<file path="src/rtl/ctrl_resolve_pipe.sv">
// Registered control-transfer resolution for the integer execute stage.
// Resolves up to LANES jumps/branches/returns per cycle and holds the oldest mispredict as a redirect.
module ctrl_resolve_pipe #(
    parameter int DATA_W   = 32,
    parameter int PC_W     = 32,
    parameter int IMM_W    = 16,
    parameter int TARGET_W = 26,
    parameter int LANES    = 2,
    parameter int TAG_W    = 7
) (
    input  logic                    clk,
    input  logic                    reset_n,
    input  logic                    flush_i,
    input  logic [LANES-1:0]        valid_i,
    input  logic [4*LANES-1:0]      op_i,
    input  logic [DATA_W*LANES-1:0] data1_i,
    input  logic [DATA_W*LANES-1:0] data2_i,
    input  logic [IMM_W*LANES-1:0]  immd_i,
    input  logic [PC_W*LANES-1:0]   pc_i,
    input  logic [PC_W*LANES-1:0]   predNPC_i,
    input  logic [LANES-1:0]        predDir_i,
    input  logic [TAG_W*LANES-1:0]  tag_i,
    output logic [LANES-1:0]        valid_o,
    output logic [PC_W*LANES-1:0]   result_o,
    output logic [PC_W*LANES-1:0]   nextPC_o,
    output logic [LANES-1:0]        direction_o,
    output logic [5*LANES-1:0]      flags_o,
    output logic                    redir_valid_o,
    output logic [PC_W-1:0]         redir_pc_o,
    output logic [TAG_W-1:0]        redir_tag_o,
    input  logic                    redir_ready_i
);

    typedef enum logic [3:0] {
        OP_NOP  = 4'd0,  OP_JUMP = 4'd1,  OP_JAL  = 4'd2,  OP_JR   = 4'd3,
        OP_JALR = 4'd4,  OP_BEQ  = 4'd5,  OP_BNE  = 4'd6,  OP_BLEZ = 4'd7,
        OP_BGTZ = 4'd8,  OP_BLTZ = 4'd9,  OP_BGEZ = 4'd10, OP_RET  = 4'd11
    } op_e;

    // Tags carry a wrap bit, so age is the sign of the modular difference.
    function automatic logic is_older(input logic [TAG_W-1:0] a, input logic [TAG_W-1:0] b);
        logic [TAG_W-1:0] diff;
        diff = a - b;
        return diff[TAG_W-1];
    endfunction

    logic [LANES-1:0]      valid_d, valid_q;
    logic [PC_W*LANES-1:0] result_d, result_q;
    logic [PC_W*LANES-1:0] npc_d, npc_q;
    logic [LANES-1:0]      dir_d, dir_q;
    logic [5*LANES-1:0]    flags_d, flags_q;
    logic                  redir_valid_d, redir_valid_q;
    logic [PC_W-1:0]       redir_pc_d, redir_pc_q;
    logic [TAG_W-1:0]      redir_tag_d, redir_tag_q;
    logic                  cand_valid;
    logic [PC_W-1:0]       cand_pc;
    logic [TAG_W-1:0]      cand_tag;

    always_comb begin
        logic [3:0]        op;
        logic [DATA_W-1:0] a, b;
        logic [IMM_W-1:0]  imm;
        logic [PC_W-1:0]   pc, pnpc, pc8, br_tgt, j_tgt, a_pc, res, npc;
        logic [TAG_W-1:0]  tag;
        logic              dir, mis, a_neg, a_zero;
        logic [4:0]        fl;
        op = '0; a = '0; b = '0; imm = '0; pc = '0; pnpc = '0; pc8 = '0;
        br_tgt = '0; j_tgt = '0; a_pc = '0; res = '0; npc = '0; tag = '0;
        dir = 1'b0; mis = 1'b0; a_neg = 1'b0; a_zero = 1'b0; fl = '0;
        valid_d = '0; result_d = '0; npc_d = '0; dir_d = '0; flags_d = '0;
        cand_valid = 1'b0; cand_pc = '0; cand_tag = '0;
        for (int i = 0; i < LANES; i++) begin
            op     = op_i[i*4 +: 4];
            a      = data1_i[i*DATA_W +: DATA_W];
            b      = data2_i[i*DATA_W +: DATA_W];
            imm    = immd_i[i*IMM_W +: IMM_W];
            pc     = pc_i[i*PC_W +: PC_W];
            pnpc   = predNPC_i[i*PC_W +: PC_W];
            tag    = tag_i[i*TAG_W +: TAG_W];
            pc8    = pc + PC_W'(8);
            br_tgt = pc8 + {{(PC_W-IMM_W-2){imm[IMM_W-1]}}, imm, 2'b00};
            j_tgt  = pc;
            j_tgt[TARGET_W+1:0] = {pnpc[TARGET_W-1:0], 2'b00};
            a_pc   = PC_W'(a);
            a_neg  = a[DATA_W-1];
            a_zero = (a == '0);
            res = '0; npc = '0; dir = 1'b0; mis = 1'b0; fl = '0;
            // flags layout: {isPredicted, isControl, destValid, mispredict, executed}
            case (op)
                OP_NOP:  fl = 5'b00001;
                OP_JUMP: begin dir = 1'b1; npc = j_tgt; fl = 5'b01001; end
                OP_JAL:  begin dir = 1'b1; npc = j_tgt; res = pc8; fl = 5'b01101; end
                OP_JR, OP_JALR: begin
                    dir = 1'b1;
                    npc = a_pc;
                    mis = (a_pc != pnpc);
                    res = (op == OP_JALR) ? pc8 : '0;
                    fl  = {2'b01, op == OP_JALR, mis, 1'b1};
                end
                OP_BEQ, OP_BNE, OP_BLEZ, OP_BGTZ, OP_BLTZ, OP_BGEZ: begin
                    case (op)
                        OP_BEQ:  dir = (a == b);
                        OP_BNE:  dir = (a != b);
                        OP_BLEZ: dir = a_neg | a_zero;
                        OP_BGTZ: dir = ~a_neg & ~a_zero;
                        OP_BLTZ: dir = a_neg;
                        default: dir = ~a_neg;
                    endcase
                    npc = dir ? br_tgt : pc8;
                    mis = (dir != predDir_i[i]);
                    fl  = {3'b110, mis, 1'b1};
                end
                OP_RET: begin
                    dir = 1'b1;
                    npc = a_pc;
                    mis = (a_pc != pnpc);
                    fl  = {3'b110, mis, 1'b1};
                end
                default: fl = '0;
            endcase
            if (valid_i[i] && !flush_i) begin
                valid_d[i]              = 1'b1;
                result_d[i*PC_W +: PC_W] = res;
                npc_d[i*PC_W +: PC_W]    = npc;
                dir_d[i]                = dir;
                flags_d[i*5 +: 5]       = fl;
            end
            // Strictly-older comparison keeps the lowest lane on equal ages.
            if (valid_i[i] && !flush_i && mis && (!cand_valid || is_older(tag, cand_tag))) begin
                cand_valid = 1'b1;
                cand_pc    = npc;
                cand_tag   = tag;
            end
        end
    end

    // Single-entry redirect: flush clears, handshake drains, otherwise only an older mispredict displaces it.
    always_comb begin
        redir_valid_d = redir_valid_q;
        redir_pc_d    = redir_pc_q;
        redir_tag_d   = redir_tag_q;
        if (flush_i) begin
            redir_valid_d = 1'b0;
            redir_pc_d    = '0;
            redir_tag_d   = '0;
        end else if (redir_valid_q && redir_ready_i) begin
            redir_valid_d = 1'b0;
            if (cand_valid && is_older(cand_tag, redir_tag_q)) begin
                redir_valid_d = 1'b1;
                redir_pc_d    = cand_pc;
                redir_tag_d   = cand_tag;
            end
        end else if (cand_valid && (!redir_valid_q || is_older(cand_tag, redir_tag_q))) begin
            redir_valid_d = 1'b1;
            redir_pc_d    = cand_pc;
            redir_tag_d   = cand_tag;
        end
    end

    always_ff @(posedge clk or negedge reset_n) begin
        if (!reset_n) begin
            valid_q       <= '0;
            result_q      <= '0;
            npc_q         <= '0;
            dir_q         <= '0;
            flags_q       <= '0;
            redir_valid_q <= 1'b0;
            redir_pc_q    <= '0;
            redir_tag_q   <= '0;
        end else begin
            valid_q       <= valid_d;
            result_q      <= result_d;
            npc_q         <= npc_d;
            dir_q         <= dir_d;
            flags_q       <= flags_d;
            redir_valid_q <= redir_valid_d;
            redir_pc_q    <= redir_pc_d;
            redir_tag_q   <= redir_tag_d;
        end
    end

    assign valid_o       = valid_q;
    assign result_o      = result_q;
    assign nextPC_o      = npc_q;
    assign direction_o   = dir_q;
    assign flags_o       = flags_q;
    assign redir_valid_o = redir_valid_q;
    assign redir_pc_o    = redir_pc_q;
    assign redir_tag_o   = redir_tag_q;

endmodule

</file>
<file path="config.mk">
export PLATFORM = sky130hd
export DESIGN_NAME = ctrl_resolve_pipe
export DESIGN_NICKNAME = d
export VERILOG_FILES = /design/src/rtl/ctrl_resolve_pipe.sv
export SDC_FILE = /design/constraint.sdc
export NUM_CORES = 1
export LEC_CHECK = 0
export BUFFER_PORTS_ARGS = -buffer_cell sky130_fd_sc_hd__buf_4
export CELL_PAD_IN_SITES_DETAIL_PLACEMENT = 2
export CELL_PAD_IN_SITES_GLOBAL_PLACEMENT = 2
export CORE_AREA = 2 2 214 216
export CTS_CLUSTER_SIZE = 30
export DETAILED_ROUTE_END_ITERATION = 6
export DIE_AREA = 0 0 216 218
export GPL_ROUTABILITY_DRIVEN = 1
export MAX_ROUTING_LAYER = met4
export PLACE_DENSITY_LB_ADDON = 0.1
export REMOVE_ABC_BUFFERS = 1
export SLEW_MARGIN = 10
export SYNTH_ARGS = -nofsm -noshare
export SYNTH_HDL_FRONTEND = slang
export SYNTH_SLANG_ARGS = --single-unit
</file>
<file path="constraint.sdc">
create_clock -name clk -period 4.09 [get_ports clk]
set_input_delay 0 -clock clk [delete_from_list [all_inputs] [get_ports clk]]
set_output_delay 0 -clock clk [all_outputs]
set_load 0.005 [all_outputs]
</file>
==> metrics list, run 1 <==
- Grouping stages by cell kind, the critical path spends the most delay in compound AO/OA/AOI/OAI gates.
- Entering global routing, the biggest net connects ~110 pins.
* Maximum clock rate: between 150 and 200 MHz
- Total detailed-routing wirelength: between 100,000 and 150,000 um
* Startpoint of the tightest hold check path: predNPC_i[36]
- Of the synthesized area, sequential elements account for between 30% and 40%.
- The largest individual stage delay along the critical path comes from the cell sky130_fd_sc_hd__a2bb2oi_1.
* Final number of setup-violating endpoints: 41
- The worst path uses 151% of the clock period.
- For this run, design rule violations remaining after detail routing come to 6.
- In the synthesized netlist the dominant register cell turns out to be sky130_fd_sc_hd__dfrtp_1.
* Wire length of the first global-routing pass: around 140,000 um
- On the worst path, the slowest cell contributes a delay of about 400 ps.
- Number of core rows: a little under 80
* Clock Tree Buf Depth: 2
- The Yosys step of the flow raised 0 warnings.
* Post-DRT Antenna Nets: 0
- The worst hold path belongs to the class in -> reg.
- The tightest hold path in the finished design has a slack of 1.24 ps.
* Hpwl dp: slightly above 70,000 um
* Buffers & Inverters on Critical Path: 9
- Share of Yosys cell area claimed by the top area cell type: between 30% and 40%
- Data on the critical path arrives at its endpoint at 6560 ps.
- Tightest Pin Transition: 1020 ps
* Worst setup SP type: input port
- The H-tree generated during clock tree synthesis spans 4 levels.
- Largest cells by area after synthesis: sky130_fd_sc_hd__dfrtp_1 33%, sky130_fd_sc_hd__xor2_1 8.6%, sky130_fd_sc_hd__xnor2_1 6.5%, sky130_fd_sc_hd__ha_1 6.4%, sky130_fd_sc_hd__nor2_1 5.1%
* Number of global-route vias before repair: about 20,000
- The die is around 220 um wide.
- The worst path in the final design needs a cycle of between 6000 and 7000 ps, including I/O delays and setup.
- EDFF count, synth: 0
- Height of the die: roughly 220 um
- Setup slack on the critical path of the routed design comes to -2080 ps.
- Outcome: complete, but fails checks
* Antenna violations before repair: 2
- After detailed placement, the total cell area comes to around 21,000 um^2.
- The net count of the finished layout is slightly below 3,000.
- At the later pin of the worst-skew pair, clock insertion delay measures between 500 and 600 ps.
- TritonCTS built the clock tree.
* Most frequent cell after synthesis: sky130_fd_sc_hd__nor2_1
* Fraction of final layout cells sized beyond drive strength 1: between 40% and 50%
- After clock tree synthesis, the clock-pin slew on the worst setup and hold paths is 90 ps.
* Cell area after synthesis: roughly 14,000 um^2
- Synth top cells by count: 186 x sky130_fd_sc_hd__nor2_1, 182 x sky130_fd_sc_hd__dfrtp_1, 134 x sky130_fd_sc_hd__xor2_1, 102 x sky130_fd_sc_hd__xnor2_1
- GPL Wtd Cong: between 0.9 and 1
- Final Slew Violations: 0
- The die covers approximately 47,000 um^2.
- Mean post-synth cell area: a little under 9 um^2
- After detailed routing, the average wire length per cell comes to about 33 um.
- Clock tree synthesis selected as its root buffer the cell sky130_fd_sc_hd__clkbuf_16.
- Relative to the synthesized area, the layout overhead comes to 68.2%.
- Residual overflow from global routing: 0
- The netlist uses 70 different library cells.
* Worst vdd ir: roughly 0.29 mV
- In this run the power density over the cells is approximately 280 nW/um^2.
- For this design the static power due to leakage is between 0.01 and 0.015 uW.
- Number of buffers added by the clock tree synthesis step: 17
- Share of synthesized registers carrying an async set or reset: 100%
* Vias after detailed routing: roughly 18,000
- Flop and latch count out of synthesis: around 180
- Along the worst path, the maximum fanout reaches 8.
* Number of ports placed on the die boundary: 500
- STA classifies the critical path endpoint as a register.
- Crit path from: op_i[2]
- The cell count after synthesis came out at 1,561.
- Number of buffers inserted by port buffering: around 500
- The core region is 44,900 um^2.
* Unrepaired setup endpoints after global routing: true
* Total track usage: between 40 and 50%
- Cell with the most instances on the worst path: sky130_fd_sc_hd__buf_4
* Start of the worst register-to-register path: redir_tag_o[3]$_DFFE_PN0P_
- Counting every sink on the clock net gives ~180.
- Final sum of negative setup slack: -79,260 ps
- Max-cap check violation count: 0
- Worst slew margin relative to its limit: about a third
* Hold Fails Final Rpt: 0
- Using the TritonRoute via totals, the vias-per-cell ratio works out to approximately 5.8.
- The final reports fail on design-rule violations, negative setup slack.
- Category of the most critical setup path: in -> reg
- For this configuration, the core starts out at a cell density of slightly above 30%.
- Final Instance Area: approximately 23,000 um^2
* Max Clock Skew: 14.2 ps
- Count of TritonRoute iterations in the first routing pass: 7
- The biggest area contributor in the post-synthesis netlist is sky130_fd_sc_hd__dfrtp_1.
- Crit path required time: 4480 ps
- Number of DRC violations after detailed-routing iteration 0: roughly 1,500
logic make-up after synthesis:
logic type	after synthesis	share of synthesized area (%)
buf+inv	135	3.85
simple gates	529	19.4
flops	182	33.2
compound gates	376	19.4
mux	31	2.41
fa+ha+maj	72	6.68
xor+xnor	236	15.1
power breakdown:
group | internal [uW] | total [uW] | switching (uW)
Sequential | 1850 | 1890 | 35.5
Clock | 804 | 1760 | 956
Combinational | 1210 | 2710 | 1490
Total | 3870 | 6350 | 2480
layout by cell type, fill, tap and decap left out, drive strengths merged, types with 44 or more instances in the layout:
cell type and count:
a21oi 68, a222oi 44, buf 921, dfrtp 182
dlygate4sd3 62, ha 70, inv 73, nand2 78
nor2 186, nor4 44, o21ai 84, xnor2 102
xor2 134
routing by layer:
metal / vias up / GRT usage (%) / wire length [um]
met3: 379 / 9.00 / 6790
met4: 0 / 21.3 / 7060
li1: 7528 / - / -
met5: - / - / 0
met2: 1024 / 73.1 / 51200
met1: 9199 / 43.4 / 36500
through the flow:
stage | cells | util (%) | setup WS, ps | power [uW]
after global placement | 2981 | 46.7 | -1890 | 4160
after detailed placement | 2981 | 46.7 | -2370 | 4240
final | 3110 | 51.4 | -2080 | 6350
after global routing | 3109 | 51.4 | -2090 | 6520
after CTS | 3096 | 50.7 | -1170 | 6130
after floorplan | 1491 | - | -7490 | 2840
state kept, by name (all words and copies together), names as in the netlist:
| name | flops |
|---|---|
| valid_o | 2 |
| result_o | 64 |
| nextPC_o | 64 |
| flags_o | 10 |
| redir_valid_o | 1 |
| direction_o | 2 |
| redir_pc_o | 32 |
| redir_tag_o | 7 |
worst min-delay path, cell delays in order:
cell and delay, ps:
sky130_fd_sc_hd__buf_4 110, sky130_fd_sc_hd__buf_4 100, sky130_fd_sc_hd__a222oi_1 110, sky130_fd_sc_hd__nor2_1 140
area by class of cell:
class / instances / area, um^2
fill: 4785 / 21800
tap: 600 / 751
multi-input combinational: 1244 / 9210
timing repair buffer: 984 / 7730
clock inverter: 15 / 138
clock buffer: 17 / 425
inverter: 65 / 244
antenna: 3 / 7.51
sequential: 182 / 4550
repair_timing:
item	in CTS	in global routing
endpoints found under the hold margin	169	0
hold buffers	62	0
pin swaps	35	32
buffers inserted	19	15
resized for setup	85	50
gates cloned	2	0
endpoints found under the setup margin	41	45
final timing paths:
| path | endpoint | slack, ps | depth (start not counted) |
|---|---|---|---|
| max | redir_pc_o[25]$_DFFE_PN0P_ | -2080 | 35 |
| max reg2reg | redir_pc_o[28]$_DFFE_PN0P_ | 970 | 12 |
| min in group asynchronous | result_o[41]$_DFF_PN0_ | 220 | 2 |
| max in group asynchronous | nextPC_o[52]$_DFF_PN0_ | 2770 | 3 |
| min | nextPC_o[38]$_DFF_PN0_ | 1 | 4 |
| min reg2reg | redir_pc_o[31]$_DFFE_PN0P_ | 530 | 2 |
(Power assumes the default switching activity.)
==> run 2, diff against run 1 <==
--- a/config.mk
+++ b/config.mk
@@ -16,6 +16,7 @@
 export MAX_ROUTING_LAYER = met4
 export PLACE_DENSITY_LB_ADDON = 0.1
 export REMOVE_ABC_BUFFERS = 1
+export SKIP_CTS_REPAIR_TIMING = 1
 export SLEW_MARGIN = 10
 export SYNTH_ARGS = -nofsm -noshare
 export SYNTH_HDL_FRONTEND = slang
==> run 2 against run 1 <==
The run ends with design-rule violations, negative hold slack, negative setup slack left. Utilization fell by 1.1 points. Setup slack improved by 290 ps. Sequential power barely moved. Fmax rose by 5.0%. Design area fell by 2.2%. First-iteration DRC count fell by 5.8%. Sequential share of layout area rose by 0.44 points. Critical endpoint is now redir_pc_o[28]$_DFFE_PN0P_. Largest power group unchanged.
==> metrics list, run 2 (synthesis gave the netlist of run 1 again) <==
- Outcome: complete, but fails checks
- Violated checks: design-rule violations, negative hold slack, negative setup slack
- Of the total power, registers draw approximately 30%.
- The worst hold path begins at tag_i[4].
- Global routing used 37.1% of the available tracks.
- The analysis attributes to cell leakage a power of 0.0112 uW.
- The clock net in this run drives a total of roughly 180 sinks.
* Initial standard-cell utilization of the core: between 30% and 40%
- The library cell used most frequently in the layout, excluding fill and tap cells, is sky130_fd_sc_hd__buf_4.
* Post-DRT Antenna Nets: 0
- Final Slew Violations: 0
- The routed layout has 17,300 vias.
* Number of global-route vias before repair: 18,700
* Switching share of total power: ~39%
- The number of clock buffers added by TritonCTS is 17.
- Of all nets on the critical path, the largest fanout is 5.
- In the routed design, unresolved DRC markers number 1.
- Final critical-path share of the clock period: 144%
- Library cell contributing the largest single delay on the critical path: sky130_fd_sc_hd__or4b_4
* Register clock-pin slew on the reported worst setup and hold paths: about 110 ps
- Crit path required time: approximately 4500 ps
- Worst setup SP type: input port
- The final layout contains routed wiring with a total length of around 95,000 um.
* Power after layout: between 6000 and 7000 uW
- Summed over all failing endpoints, the final setup total negative slack is -66,710 ps.
- CTS tree: yes
* Count of TritonRoute iterations in the first routing pass: 7
- Worst flop-to-flop path endpoint: redir_pc_o[28]$_DFFE_PN0P_
* Worst Setup End Kind: register
* Layout Area Growth over Synthesis: 64.5%
- Clock Tree Buf Depth: 2
- Core footprint: approximately 45,000 um^2
* Signal arrival time at the worst endpoint: 6250 ps
- DR vias/cell: roughly 5.6
- In this run the vertical extent of the chip is approximately 220 um.
- Number of ports placed on the die boundary: 500
* Total Nets Final: about 2,800
- At the later pin of the worst-skew pair, clock insertion delay measures around 530 ps.
- Based on the critical path, the design can be clocked at up to between 150 and 200 MHz.
* Core utilization of the finished layout: approximately half
* Number of core rows: 78
- Cells on worst reg2reg path: 13
- At the pin with the least slew margin, the transition time is 1020 ps.
- The path class of the tightest hold or removal check is in -> reg.
- Antenna violations before repair: 3
- Root Buffer Master: sky130_fd_sc_hd__clkbuf_16
- Unrepaired setup endpoints after global routing: true
- Setup violations remaining at the end of the flow were counted as 40.
* Slack of the worst reg-to-reg path: approximately 970 ps
- Internal power contribution: 3820 uW
- Combinational fraction of design power: about two fifths
- Number of H-tree levels: 4
- Power spread over the standard cell area amounts to ~280 nW/um^2.
- Across the run, the number of max-cap violations was 0.
* Hold Fails Final Rpt: 6
- The largest single stage delay on the critical path is around 600 ps.
* Category of the most critical setup path: in -> reg
* Count of placed standard cells in the final layout, fillers left out: between 3,000 and 4,000
- Number of instances in the placed design: between 2,000 and 3,000
* Fraction of final layout cells sized beyond drive strength 1: around two fifths
- Shortest period the worst path allows: ~5900 ps
- Wire length per cell: approximately 31 um
- For this run the aggregate overflow at the end of global routing stands at 0.
- Net Switching: ~2400 uW
- Hold Slack: -30.2 ps
- Headroom to the max-slew limit came out at approximately 32%.
- The first global-routing pass estimated approximately 120,000 um of wire.
* Sink of the worst hold path: redir_tag_o[4]$_DFFE_PN0P_
* Final WS setup: -1790 ps
* Horizontal die dimension: 216 um
- GPL Wtd Cong: 1.00
- Input and output buffers added on the ports amount to about 500.
- Cell with the most instances on the worst path: sky130_fd_sc_hd__a21o_1
- The floorplan step defined a die boundary enclosing 47,100 um^2.
- Number of DRC violations after detailed-routing iteration 0: about 1,400
- Fill count: between 4,000 and 5,000
* Clk pwr share: 28.6%
- The worst hold path passes through 5 cells.
- Entering global routing, the biggest net connects between 100 and 150 pins.
* Max Clock Skew: ~31 ps
* Hpwl dp: approximately 72,000 um
- Commonest cells after routing, fill and taps aside: 886 x sky130_fd_sc_hd__buf_4, 185 x sky130_fd_sc_hd__nor2_1, 182 x sky130_fd_sc_hd__dfrtp_1
- The worst register-to-register path begins at redir_tag_o[3]$_DFFE_PN0P_.
- Worst vdd ir: 0.296 mV
## run 2: area by class of cell
type,instances,area [um^2],share of cell area [%]
Multi-Input combinational cell,1244,9080,40.3
Timing Repair Buffer,945,7360,32.6
Sequential cell,182,4550,20.2
Tap cell,600,751,3.33
Clock buffer,17,425,1.89
Inverter,65,244,1.08
Clock inverter,15,138,0.610
Antenna cell,2,5.00,0.0222
## run 2: metrics by stage
stage | instance area [um^2] | hold slack [ps] | setup slack, ps
after global routing | 22600 | -4.75 | -1930
after CTS | 21500 | -340 | -1950
final | 22600 | -30.2 | -1790
after floorplan | 13400 | -296 | -7490
after global placement | 21000 | 188 | -1890
after detailed placement | 21000 | 209 | -2370
## run 2: how the worst max path moves through the flow
stage	from	end	slack [ps]
3_5_place_dp	data1_i[23]	redir_pc_o[4]$_DFFE_PN0P_	-2370
3_3_place_gp	data1_i[15]	redir_pc_o[14]$_DFFE_PN0P_	-1890
6_report	data1_i[23]	redir_pc_o[28]$_DFFE_PN0P_	-1790
5_1_grt	data1_i[23]	redir_pc_o[28]$_DFFE_PN0P_	-1930
4_1_cts	data1_i[23]	redir_pc_o[2]$_DFFE_PN0P_	-1950
2_1_floorplan	op_i[0]	redir_pc_o[14]$_DFFE_PN0P_	-7490
## run 2: worst max-delay path, delay by kind of cell
family,cells,cell delay (ps)
AO/OA/AOI/OAI,12,2560
adder cells (fa/ha/maj),2,460
AND/OR/NAND/NOR,9,1880
buffers and inverters,6,800
XOR/XNOR,2,340
multiplexers,1,210
## run 2: power by group through the flow
stage / Sequential, uW / Combinational, uW / Clock [uW]
CTS: 1880 / 2360 / 1750
detailed placement: 1920 / 2330 / 0
global placement: 1910 / 2250 / 0
finish: 1880 / 2570 / 1780
floorplan: 1910 / 929 / 0
global route: 1890 / 2700 / 1850
## run 2: layer usage
metal  track usage, %  routed length (um)  share of wire (%)  vias to the layer above
met5                -                   0                  0                        -
met4             13.9                4770                5.0                        0
met3             8.05                5620                5.9                      229
met2             66.5               48800                 51                      823
met1             40.1               35700                 38                     8819
li1                 -                   -                  -                     7449
